$ cat config.mk
export PLATFORM = sky130hd
export DESIGN_NAME = sub_divider
export DESIGN_NICKNAME = d
export VERILOG_FILES = /design/src/rtl/sub_divider_pkg.sv /design/src/rtl/sub_divider_sub.sv /design/src/rtl/sub_divider.sv
export SDC_FILE = /design/constraint.sdc
export NUM_CORES = 1
export LEC_CHECK = 0
export ABC_CLOCK_PERIOD_IN_PS = 1800
export BUFFER_PORTS_ARGS = -buffer_cell sky130_fd_sc_hd__buf_2
export CAP_MARGIN = 5
export CORE_MARGIN = 5
export CORE_UTILIZATION = 49
export CTS_CLUSTER_SIZE = 40
export DETAILED_ROUTE_END_ITERATION = 8
export PLACE_DENSITY_LB_ADDON = 0.2
export SETUP_SLACK_MARGIN = 0.1
export SYNTH_ARGS = -nofsm -noshare
export SYNTH_HDL_FRONTEND = slang
export SYNTH_HIERARCHICAL = 1
export SYNTH_SLANG_ARGS = --single-unit
$ cat constraint.sdc
create_clock -name clk -period 1.8 [get_ports clk]
set_input_delay 0.36 -clock clk [delete_from_list [all_inputs] [get_ports clk]]
set_output_delay 0.36 -clock clk [all_outputs]
set_load 0.02 [all_outputs]
$ cat src/rtl/sub_divider_pkg.sv
// Shared definitions for the sequential subtract-and-count divider.
package sub_divider_pkg;

  // Default operand/quotient/remainder width.
  localparam int WIDTH_DEFAULT = 4;

  // Controller states.
  typedef enum logic [1:0] {
    ST_IDLE = 2'd0,
    ST_ITER = 2'd1,
    ST_DONE = 2'd2
  } state_t;

endpackage

$ cat src/rtl/sub_divider_sub.sv
// The team's modular subtractor: o_diff = i_a_in - i_b_in mod 2^WIDTH.
module sub #(
  parameter int WIDTH = 4
) (
  input  logic [WIDTH-1:0] i_a_in,
  input  logic [WIDTH-1:0] i_b_in,
  output logic [WIDTH-1:0] o_diff
);

  assign o_diff = i_a_in - i_b_in;

endmodule

$ cat src/rtl/sub_divider.sv
// Sequential unsigned divider: repeatedly subtracts the divisor from a
// running remainder, counting subtractions as the quotient.
module sub_divider
  import sub_divider_pkg::*;
#(
  parameter int WIDTH = WIDTH_DEFAULT
) (
  input  logic             clk,
  input  logic             rst,
  input  logic             start,
  input  logic [WIDTH-1:0] dividend,
  input  logic [WIDTH-1:0] divisor,
  output logic             busy,
  output logic             done,
  output logic [WIDTH-1:0] quotient,
  output logic [WIDTH-1:0] remainder,
  output logic             div_by_zero
);

  state_t           r_state;
  logic [WIDTH-1:0] r_rem;
  logic [WIDTH-1:0] r_div;
  logic [WIDTH-1:0] r_cnt;
  logic [WIDTH-1:0] w_diff;
  logic             w_ge;

  // Difference is only consumed when r_rem >= r_div, so it never wraps.
  sub #(.WIDTH(WIDTH)) u_sub (
    .i_a_in (r_rem),
    .i_b_in (r_div),
    .o_diff (w_diff)
  );

  assign w_ge = (r_rem >= r_div);

  // Controller FSM with datapath registers and registered Moore outputs.
  always_ff @(posedge clk) begin
    if (rst) begin
      r_state     <= ST_IDLE;
      r_rem       <= '0;
      r_div       <= '0;
      r_cnt       <= '0;
      busy        <= 1'b0;
      done        <= 1'b0;
      quotient    <= '0;
      remainder   <= '0;
      div_by_zero <= 1'b0;
    end else begin
      case (r_state)
        ST_IDLE: begin
          done <= 1'b0;
          if (start) begin
            r_rem   <= dividend;
            r_div   <= divisor;
            r_cnt   <= '0;
            busy    <= 1'b1;
            r_state <= ST_ITER;
          end else begin
            busy <= 1'b0;
          end
        end
        ST_ITER: begin
          if (r_div == '0) begin
            quotient    <= '1;
            remainder   <= r_rem;
            div_by_zero <= 1'b1;
            busy        <= 1'b0;
            done        <= 1'b1;
            r_state     <= ST_DONE;
          end else if (w_ge) begin
            r_rem <= w_diff;
            r_cnt <= r_cnt + WIDTH'(1);
          end else begin
            quotient    <= r_cnt;
            remainder   <= r_rem;
            div_by_zero <= 1'b0;
            busy        <= 1'b0;
            done        <= 1'b1;
            r_state     <= ST_DONE;
          end
        end
        ST_DONE: begin
          done    <= 1'b0;
          busy    <= 1'b0;
          r_state <= ST_IDLE;
        end
        default: begin
          done    <= 1'b0;
          busy    <= 1'b0;
          r_state <= ST_IDLE;
        end
      endcase
    end
  end

endmodule
======== After elaboration in Yosys (flattened, before gate mapping) ========
Index checks and enable logic that the tools add are counted.
cells by class
  equal/unequal tests ..................... 6
  div/mod/pow operators ................... 0
  shift-type cells ........................ 0
  $add $sub $neg .......................... 2
  multiply operators ...................... 0
  $lt $le $gt $ge ......................... 1
  reduce and logical (&&, ||, !) cells .... 8
  muxes and demuxes ....................... 23
  bitwise gates (word level) .............. 1
operator list
  kind                 count
  $mux 4               10
  $pmux 4 s2           2
  $mux 1               6
  $mux 2               3
  $ne 2x2->1 const B   3
  $reduce_and 2->1     3
  $add 4x1->4 const B  1
  $ge 4x4->1           1
  $logic_not 4->1      1
  $pmux 2 s2           1
  $reduce_and 4->1     1
  $sub 4x4->4          1
  $ne 3x3->1 const B   1
  $eq 2x1->1 const B   1
  $logic_not 2->1      1
  $ne 2x1->1 const B   1
  $pmux 1 s2           1
  $reduce_bool 2->1    1
  $reduce_or 2->1      1
  $not 1->1            1
storage, ports and cells
  RAM bits ................................ 0
  bits in latches ......................... 0
  memories ................................ 0
  ROM bits ................................ 0
  register bits after elaboration ......... 25

======== Longest topological paths before layout ========
Gate-level depths: netlist of run 1.
  word-level depth ........................ 4
  gate-level depth with buffers ........... 7
  gate-level depth less buffers ........... 7

======== By module ========
The synthesis of run 1 kept the hierarchy.
modules (own cells, without submodules)
  module       area each (sq um)  seq. area each (sq um)  cells each  times used
  sub_divider  1,196.1            500.5                   130         1
  sub          116.4              0.0                     14          1

======== Least setup slack after synthesis of run 1 ========
No wires, ideal clock.
  path type ............................... flip-flop to flip-flop
  from .................................... register r_div[3]
  to ...................................... register r_cnt[0]
  slack ................................... 0.077 ns
  data required time ...................... 1.729 ns
  setup time .............................. 0.071 ns
  clock period less this slack ............ 1.723 ns
  arrival ................................. 1.653 ns
  path buffers ............................ 0
  stages on the path, launching flop included .. 7
  cell sequence ........................... dfxtp_1 inv_1 ha_1 o211ai_2 o211a_1 or4_1 a21oi_1
on the way
  longest elaborated chain between the ends .. 3
  elaborated cells on any way between the ends .. 5
  classes of those cells .................. order compare: 1; eq/ne: 2; reduce/logical: 2
RTL lines
  element                                        line                                  text
  start, declared                                sub_divider.sv:22                     logic [WIDTH-1:0] r_div;
  start signal, assigned                         sub_divider.sv:54                     r_div <= divisor;
  $ge 4x4->1 or $logic_not 4->1 (tied branches)  sub_divider.sv:34, sub_divider.sv:63
  $ne 2x2->1 (no line)                           n/a
  $reduce_and 4->1 (no line) (*)                 n/a
  end signal, assigned                           sub_divider.sv:72                     r_cnt <= r_cnt + WIDTH'(1);
  end, declared                                  sub_divider.sv:23                     logic [WIDTH-1:0] r_cnt;
Mark *: on every way between the ends. The rest lies on a longest branch, timed or not.
A chain may end at the register's enable or synchronous reset.

======== Worst setup path after layout of run 1 ========
Same ends and word-level chain as after synthesis.

==> results of run 1 <==
[flip-flops by register name, indices dropped and copies added, names as in the netlist]
register     flops
quotient         4
done             1
div_by_zero      1
busy             1
r_state          2
remainder        4
r_rem            4
r_div            4
r_cnt            4
[layout make-up]
| type | count | area, sq um |
|---|---|---|
| well taps | 30 | 37.5 |
| inverters | 11 | 43.8 |
| multi-input cells | 102 | 878 |
| flip-flops and latches | 25 | 510 |
| fillers | 205 | 786 |
| clock buffers | 4 | 26.3 |
| repair buffers | 38 | 240 |
[per-layer routing]
layer	share of wire [%]	vias to the layer above	GRT usage, %
met3	6.6	6	3.10
met1	43	577	22.7
met2	49	54	30.0
met5	0	-	0
li1	-	599	-
met4	1.4	0	4.24
[critical path, delay by kind of cell, from the launching register on]
family | cells | cell delay, ns
simple gates | 1 | 0.47
buf+inv | 1 | 0.05
fa+ha+maj | 1 | 0.28
compound gates | 3 | 0.48
flops | 1 | 0.36
[path summary, 6_finish.rpt]
kind                            startpoint        to  slack (ns)
worst min-delay path            divisor[1]  r_div[1]        0.26
worst max register to register    r_div[3]  r_cnt[0]        0.09
worst min register to register        done      done        0.46
worst max-delay path              r_div[3]  r_cnt[0]        0.09
[synthesized netlist by cell type (2+ instances only)]
| library cell | n |
|---|---|
| a21oi_1 | 15 |
| a21oi_2 | 3 |
| a311oi_1 | 4 |
| clkbuf_1 | 3 |
| dfxtp_1 | 25 |
| ha_1 | 8 |
| inv_1 | 11 |
| mux2i_1 | 5 |
| nand2_1 | 3 |
| nand3_1 | 6 |
| nand4_1 | 2 |
| nor2_1 | 11 |
| nor3_1 | 13 |
| o21ai_0 | 7 |
| o311ai_0 | 2 |
| o41ai_1 | 2 |
| xnor2_1 | 2 |
[report_power, final]
part	switching (mW)	internal [mW]	leakage, nW	total (mW)
Combinational	0.566	0.468	0.451	1.03
Clock	0.171	0.0867	0.0150	0.258
Sequential	0.0775	0.647	0.207	0.724
[cells by family (layout without fill, tap and decap cells)]
kind of cell / count (synthesis) / in the layout / synth area share (%)
buffers and inverters: 18 / 53 / 6.10
flip-flops: 25 / 25 / 38.1
adder cells (fa/ha/maj): 9 / 9 / 9.15
AO/OA/AOI/OAI: 39 / 39 / 20.8
XOR/XNOR: 3 / 3 / 2.00
AND/OR/NAND/NOR: 45 / 46 / 20.0
multiplexers: 5 / 5 / 3.81
[what timing repair did]
| action | 4_1_cts | 5_1_grt |
|---|---|---|
| gates cloned | 0 | 1 |
| endpoints found under the setup margin | 17 | 20 |
| buffers inserted | 1 | 4 |
| pin swaps | 3 | 9 |
| resized for setup | 13 | 18 |
==> qor.yml, run 1 <==
run_status:
  status: "completed"
detailed_routing:
  wl_per_cell_microns: 15.9
  ant_nets: 0
  wl_microns: 3330
  drt_iter0_markers: 55
  vias: 1236
  route.detailed.drc: 0
  dr.pass1.iters: 7
  via_per_inst: 5.89
worst_setup_path:
  cpPeakStageDelay_ns: 0.47
  path_class: "reg -> reg"
  slowest_stage: "or4_1"
  critPathRequiredTime_ns: 2.06
  r2r_cells: 6
  crit_chain: "inv_2 > ha_4 > o211ai_4 > o211a_4 > or4_1 > a21oi_1"
  crit_path_end_kind: "flop"
  critPathLaunchType: "flop"
  critPathArrivalTime_ns: 1.97
  worstPathMaxFanout: 6
clock_network:
  cts_root_buffer: "clkbuf_4"
  hold_buffers: 0
  cts_tree: "yes"
  numCtsBuffers: 3
  clockBufferDepth: 2
  clkTransAtPathRegs_ns: 0.14
  htreeDepth: 1
  cts.sinks: 25
  clock_latency_ns: 0.32
timing:
  whs_ns: 0.255
  fin_ws_ns: 0.0921
  setup_viol_count_final: 0
  finalClockSkew_ns: 0.00615
  worst_slew_pin_slew_ns: 0.514
  slew_headroom_pct: 65.4
  fin_crit_ns: 1.71
  finalHoldViolations: 0
  finalSetupTns_ns: 0
  drv_slew: 0
  rsz0062_at_grt: "yes"
  fin_crit_sh_pct: 94.9
  max_freq_mhz: 586
hold_path:
  hold_path_depth: 3
  hp-class: "in -> reg"
synthesis:
  synth_top_area_cell: "dfxtp_1"
  ys_top_cells_by_area: "dfxtp_1, ha_1, a21oi_1"
  netlist_area_sq_mm: 0.00131
  synth_ff_type: "dfxtp_1"
  ys_warn_count: 6
  netlist_instances: 144
  async_flop_share_pct: 0
  synthDistinctLibCells: 39
  synth_seq_area_share_pct: 38.1
  synth_area_per_cell_sq_um: 9.11
  synth_edf_count: 0
  netlist.area_leader.share_pct: 38.1
  syn-num-nets: 164
  synth.ff_latch_count: 25
final_layout:
  diodes: 0
  nets: 201
  final_area_sq_mm: 0.00174
  stdcell_count: 210
  layout_commonest_cell: "buf_2"
  area_delta_synth_final_pct: 32.3
  final_core_util_pct: 68.8
  final_cell_mix: "buf_2, dfxtp_1, buf_4, a21oi_1, nor3_1"
  drive_gt1_share_pct: 42.2
place:
  dp_cells: 200
  io_buffers: 21
  pre_cts_ws_ns: -0.00247
  gp_congestion: 0.892
  hpwl_microns: 2170
  placed_area_sq_mm: 0.00152
global_route:
  grt_pass1_wl_microns: 4940
  globalRouteTotalUtil_pct: 17.5
  antenna_found_initial: 0
  grt_max_degree: 27
  grt_overflow: 0
  grt_pass1_vias: 1131
floorplan:
  fp.coreArea_sq_mm: 0.00252
  ioPinCount: 22
  initial_core_util_pct: 52.0
  die_area_sq_mm: 0.00381
  chipHeight_microns: 61.8
  die_w_microns: 61.8
  rows: 18
pwr:
  vdd_ir_drop_max_mv: 0.823
  power.leakage_nw: 0.673
  powerDensity_mw_per_mm2: 1160
  power_mw: 2.02
flow_run:
  maxCapViolCount: 0
Note: power is estimated with default switching activity, not from simulation.
==> run 2: changes to the inputs <==
Settings changed: ABC_AREA from default to 1, CORE_MARGIN 5 to default, CORE_UTILIZATION 49 to 50.
==> run 2 against run 1 <==
Clock power about the same. Area after synthesis increased by 9.0%. Worst hold slack improved by 0.029 ns. Critical path depth increased by 3. Combinational power about the same. Die area decreased by 19%.
==> qor.yml, run 2 <==
run_status:
  status: "completed"
global_route:
  grt_overflow: 0
  grt_pass1_wl_microns: 5100
  antenna_found_initial: 0
  globalRouteTotalUtil_pct: 21.1
  grt_max_degree: 16
  grt_pass1_vias: 1131
timing:
  setup_viol_count_final: 0
  worst_slew_pin_slew_ns: 0.318
  drv_slew: 0
  slew_headroom_pct: 78.7
  rsz0062_at_grt: "no"
  finalClockSkew_ns: 0.00855
  finalSetupTns_ns: 0
  fin_crit_sh_pct: 89.1
  finalHoldViolations: 0
  fin_crit_ns: 1.60
  max_freq_mhz: 624
synthesis:
  synth.most_common_cell: "nand2_1"
  synthTopCellsByCount: "nand2_1, dfxtp_1, inv_1"
  synth.ff_latch_count: 25
  async_flop_share_pct: 0
  synthDistinctLibCells: 28
  synth_top_area_cell: "dfxtp_1"
  synth_edf_count: 0
  ys_warn_count: 6
  netlist.area_leader.share_pct: 35.0
  synth_seq_area_share_pct: 35.0
  netlist_instances: 182
  synth_ff_type: "dfxtp_1"
  syn-num-nets: 202
  synth_area_per_cell_sq_um: 7.86
  ys_top_cells_by_area: "dfxtp_1, nand2_1, ha_1"
  netlist_area_sq_mm: 0.00143
hold_path:
  hp-class: "in -> reg"
final_layout:
  final_cell_mix: "nand2_1, dfxtp_1, inv_1, buf_2, a21oi_1"
  diodes: 0
  multiInputGateArea_sq_um: 826
  layout_commonest_cell: "nand2_1"
  regArea_sq_um: 507
  fill_cells: 245
  nets: 232
  area_delta_synth_final_pct: 16.3
  drive_gt1_share_pct: 32.2
floorplan:
  chipHeight_microns: 55.5
  die_area_sq_mm: 0.00308
  initial_core_util_pct: 52.3
  fp.coreArea_sq_mm: 0.00273
  die_w_microns: 55.5
  rows: 19
  ioPinCount: 22
detailed_routing:
  wl_per_cell_microns: 12.7
  vias: 1247
  route.detailed.drc: 0
  via_per_inst: 5.15
  dr.pass1.iters: 4
  drt_iter0_markers: 37
  ant_nets: 0
  wl_microns: 3070
pwr:
  power_mw: 1.98
  power.leakage_nw: 0.771
  powerDensity_mw_per_mm2: 1190
  vdd_ir_drop_max_mv: 0.710
clock_network:
  clockBufferDepth: 2
  cts_tree: "yes"
  hold_buffers: 0
  htreeDepth: 1
  cts.sinks: 25
  clkTransAtPathRegs_ns: 0.15
  cts_root_buffer: "clkbuf_4"
  clock_latency_ns: 0.32
  numCtsBuffers: 3
worst_setup_path:
  crit_path_end_kind: "flop"
  reg2reg_slack_ns: 0.20
  cp_top_family: "simple AND/OR/NAND/NOR gates"
  crit_chain: "ha_1 > nand2_1 > clkinv_1 > nand2_2 > nand4_4 > buf_4 > nand3_2 > nand2_1 > nor2_1"
  critPathRequiredTime_ns: 2.06
  critPathArrivalTime_ns: 1.87
  critPathLaunchType: "flop"
  cpPeakStageDelay_ns: 0.46
  slowest_stage: "dfxtp_1"
  crit_top_cell: "nand2_1"
  path_class: "reg -> reg"
  worstPathMaxFanout: 7
  worst-path-buf-inv: 2
flow_run:
  maxCapViolCount: 0
place:
  io_buffers: 21
  hpwl_microns: 2360
  gp_congestion: 0.832
run 2: cell types whose count changed after synthesis, moves of 5 or more:
cell	change
nand2_1	+38
nor3_1	-13
nand3_1	+5
nand3_2	+10
mux2i_1	-5
inv_1	+10
run 2: worst paths after layout:
path,end,cells after the start,startpoint
setup reg to reg,r_cnt[0],9,r_rem[2]
setup / recovery,r_cnt[0],9,r_rem[2]
hold / removal,r_div[0],3,divisor[0]
hold reg to reg,quotient[3],2,quotient[3]
run 2: per-layer routing:
layer / vias to the layer above / wire length, microns / track usage [%]
li1: 648 / - / -
met1: 561 / 1440 / 28.7
met2: 34 / 1460 / 32.7
met3: 4 / 145 / 3.75
met4: 0 / 29 / 9.64
met5: - / 0 / 0
run 2: layout make-up:
type	count	share of cell area [%]
multi-input combinational	128	49.7
sequential	25	30.5
timing repair buffer	29	9.93
inverter	25	5.79
tap	31	2.33
clock buffer	3	1.35
clock inverter	1	0.451
run 2: report_power, final:
| group | total, mW | switching, mW | internal [mW] |
|---|---|---|---|
| Combinational | 0.999 | 0.624 | 0.374 |
| Sequential | 0.723 | 0.0749 | 0.649 |
| Clock | 0.257 | 0.172 | 0.0848 |
| Total | 1.98 | 0.872 | 1.11 |
run 2: timing repair:
| action | 4_1_cts | 5_1_grt |
|---|---|---|
| setup endpoints to repair | 0 | 21 |
| resized for setup | 0 | 10 |
| setup buffers | 0 | 3 |
| endpoints found under the hold margin | 0 | 0 |
run 2: cell families (layout without fill, tap and decap cells):
group           after synthesis  in the layout  share of synthesized area [%]
simple gates                 87             87                           33.5
compound gates               30             30                           12.3
buf+inv                      29             58                           9.54
xor+xnor                      2              2                           1.23
flops                        25             25                           35.0
fa+ha+maj                     9              9                           8.40
run 2: worst register-to-register path, stage by stage, from the launching register on:
cell and delay, ns:
dfxtp_1 0.46, ha_1 0.28, nand2_1 0.08, clkinv_1 0.08, nand2_2 0.11, nand4_4 0.15, buf_4 0.21, nand3_2 0.05
nand2_1 0.05, nor2_1 0.07
run 2: through the flow:
stage	std cells	util (%)	setup slack, ns	area [sq um]	hold WS, ns
after detailed placement	235	57.5	0.136	1570	0.443
after floorplan	182	-	0.323	1430	0.429
after global routing	242	60.8	0.107	1660	0.281
after CTS	239	58.6	0.115	1600	0.272
after global placement	235	57.5	0.219	1570	0.438
final	242	60.8	0.197	1660	0.285
==> run 3: changes to the inputs <==
Settings changed: ABC_AREA 1 to default, CORE_UTILIZATION 50 to 49, SETUP_SLACK_MARGIN 0.1 to 0.5.
==> run 3 against run 2 <==
Sequential power grew 1%. Global-route usage grew 4.5 points. Cell count shrank 10%.
==> qor.yml, run 3 (same netlist as run 1, synthesis figures left out) <==
run_status:
  status: "completed"
worst_setup_path:
  rr_startpoint: "r_div[0]"
  r2r_end: "r_cnt[0]"
  critPathLaunchType: "flop"
  crit_path_end_kind: "flop"
  endpoint: "r_cnt[0]"
  worstPathMaxFanout: 6
  critPathRequiredTime_ns: 2.08
  reg2reg_slack_ns: 0.06
  path_class: "reg -> reg"
  critPathArrivalTime_ns: 2.02
  startpoint: "r_div[0]"
  r2r_cells: 5
pwr:
  comb_power_share_pct: 53.3
  seq_power_share_pct: 33.9
  p_sw_share_pct: 41.1
  vdd_ir_drop_max_mv: 0.887
  p_switching_mw: 0.887
  powerDensity_mw_per_mm2: 1150
  power_mw: 2.16
  power.leakage_nw: 0.728
  intPower_mw: 1.27
  clockPowerShare_pct: 12.7
timing:
  finalHoldViolations: 0
  finalClockSkew_ns: 0.00268
  fin_crit_sh_pct: 96.5
  setup_viol_count_final: 0
  fin_ws_ns: 0.0621
  max_freq_mhz: 575
  rsz0062_at_grt: "yes"
  worst_slew_pin_slew_ns: 0.516
  fin_crit_ns: 1.74
  drv_slew: 0
  slew_headroom_pct: 65.6
clock_network:
  clockBufferDepth: 2
  numCtsBuffers: 3
  htreeDepth: 1
  cts.sinks: 25
  cts_root_buffer: "clkbuf_4"
  clkTransAtPathRegs_ns: 0.15
  clock_latency_ns: 0.34
  cts_tree: "yes"
final_layout:
  diodes: 0
  final_cell_mix: "buf_2, dfxtp_1, buf_4, nor3_1"
  area_delta_synth_final_pct: 42.8
  layout_commonest_cell: "buf_2"
  nets: 208
  final_area_sq_mm: 0.00187
  drive_gt1_share_pct: 50.8
  fill_cells: 170
  stdcell_count: 217
floorplan:
  die_area_sq_mm: 0.00289
  die_w_microns: 53.8
  rows: 18
  initial_core_util_pct: 52.5
  fp.coreArea_sq_mm: 0.00250
  chipHeight_microns: 53.8
  ioPinCount: 22
detailed_routing:
  wl_microns: 3550
  vias: 1268
  route.detailed.drc: 0
  wl_per_cell_microns: 16.4
  ant_nets: 0
  drt_iter0_markers: 37
  dr.pass1.iters: 4
  via_per_inst: 5.84
global_route:
  grt_pass1_wl_microns: 5170
  globalRouteTotalUtil_pct: 25.6
  antenna_found_initial: 0
  grt_overflow: 0
  grt_pass1_vias: 1161
  grt_max_degree: 27
flow_run:
  maxCapViolCount: 0
place:
  pre_cts_ws_ns: -0.00155
  hpwl_microns: 2250
  io_buffers: 21
  gp_congestion: 0.872
  dp_cells: 199
  placed_area_sq_mm: 0.00155
hold_path:
  hp-class: "in -> reg"
==> run 3: cell count changes in the layout (fill, tap and decap cells not counted), sizes merged, moves of 4 or more <==
| cell | change |
|---|---|
| buf | +16 |
| nor3 | +13 |
| mux2i | +5 |
| a21oi | -5 |
| inv | -12 |
| nand3 | -15 |
| nand2 | -44 |
| a311oi | +4 |
==> run 3: worst max-delay path, stage by stage (launching register included) <==
cell and delay [ns]:
dfxtp_4 0.39, buf_6 0.11, or4_4 0.60, a21oi_4 0.26, o21ai_0 0.15, a21oi_2 0.16
==> run 3: timing repair <==
action | in CTS | in global routing
resized for setup | 27 | 17
hold buffers | 0 | 0
setup buffers | 9 | 4
endpoints found under the setup margin | 21 | 24
pin swaps | 12 | 10
gates cloned | 1 | 0
==> run 3: power groups by stage <==
stage / Combinational, mW / Sequential (mW) / Clock, mW
floorplan: 0.557 / 0.789 / 0
global placement: 0.824 / 0.734 / 0
detailed placement: 0.845 / 0.741 / 0
CTS: 1.04 / 0.732 / 0.276
global route: 1.24 / 0.744 / 0.293
finish: 1.15 / 0.733 / 0.275
==> run 3: worst min-delay path by stage <==
stage | depth (start not counted) | end | from
after global placement | 2 | done | done
after detailed placement | 2 | done | done
after floorplan | 1 | r_cnt[3] | r_cnt[3]
final | 3 | r_div[2] | divisor[2]
after global routing | 3 | r_div[2] | divisor[2]
after CTS | 3 | r_div[2] | divisor[2]
==> run 3: metrics by stage <==
stage	hold slack (ns)	utilization, %	setup TNS (ns)
floorplan	0.438	-	0
global placement	0.450	62.0	0
detailed placement	0.454	62.0	-0.00155
global route	0.255	75.0	0
CTS	0.228	71.4	0
finish	0.232	75.0	0
==> run 3: routing by layer <==
metal / wire length, microns / up-vias / track usage (%)
met5: 0 / - / 0
met4: 184 / 0 / 17.5
li1: - / 612 / -
met1: 1500 / 595 / 29.8
met3: 134 / 19 / 3.95
met2: 1740 / 42 / 42.6
==> run 3: layout make-up <==
| class | instances | area [sq um] | area share, % |
|---|---|---|---|
| clock buffers | 3 | 22.5 | 1.20 |
| clock inverters | 1 | 7.51 | 0.401 |
| inverters | 11 | 41.3 | 2.20 |
| multi-input cells | 102 | 941 | 50.2 |
| flip-flops and latches | 25 | 513 | 27.4 |
| well taps | 30 | 37.5 | 2.00 |
| repair buffers | 45 | 312 | 16.6 |
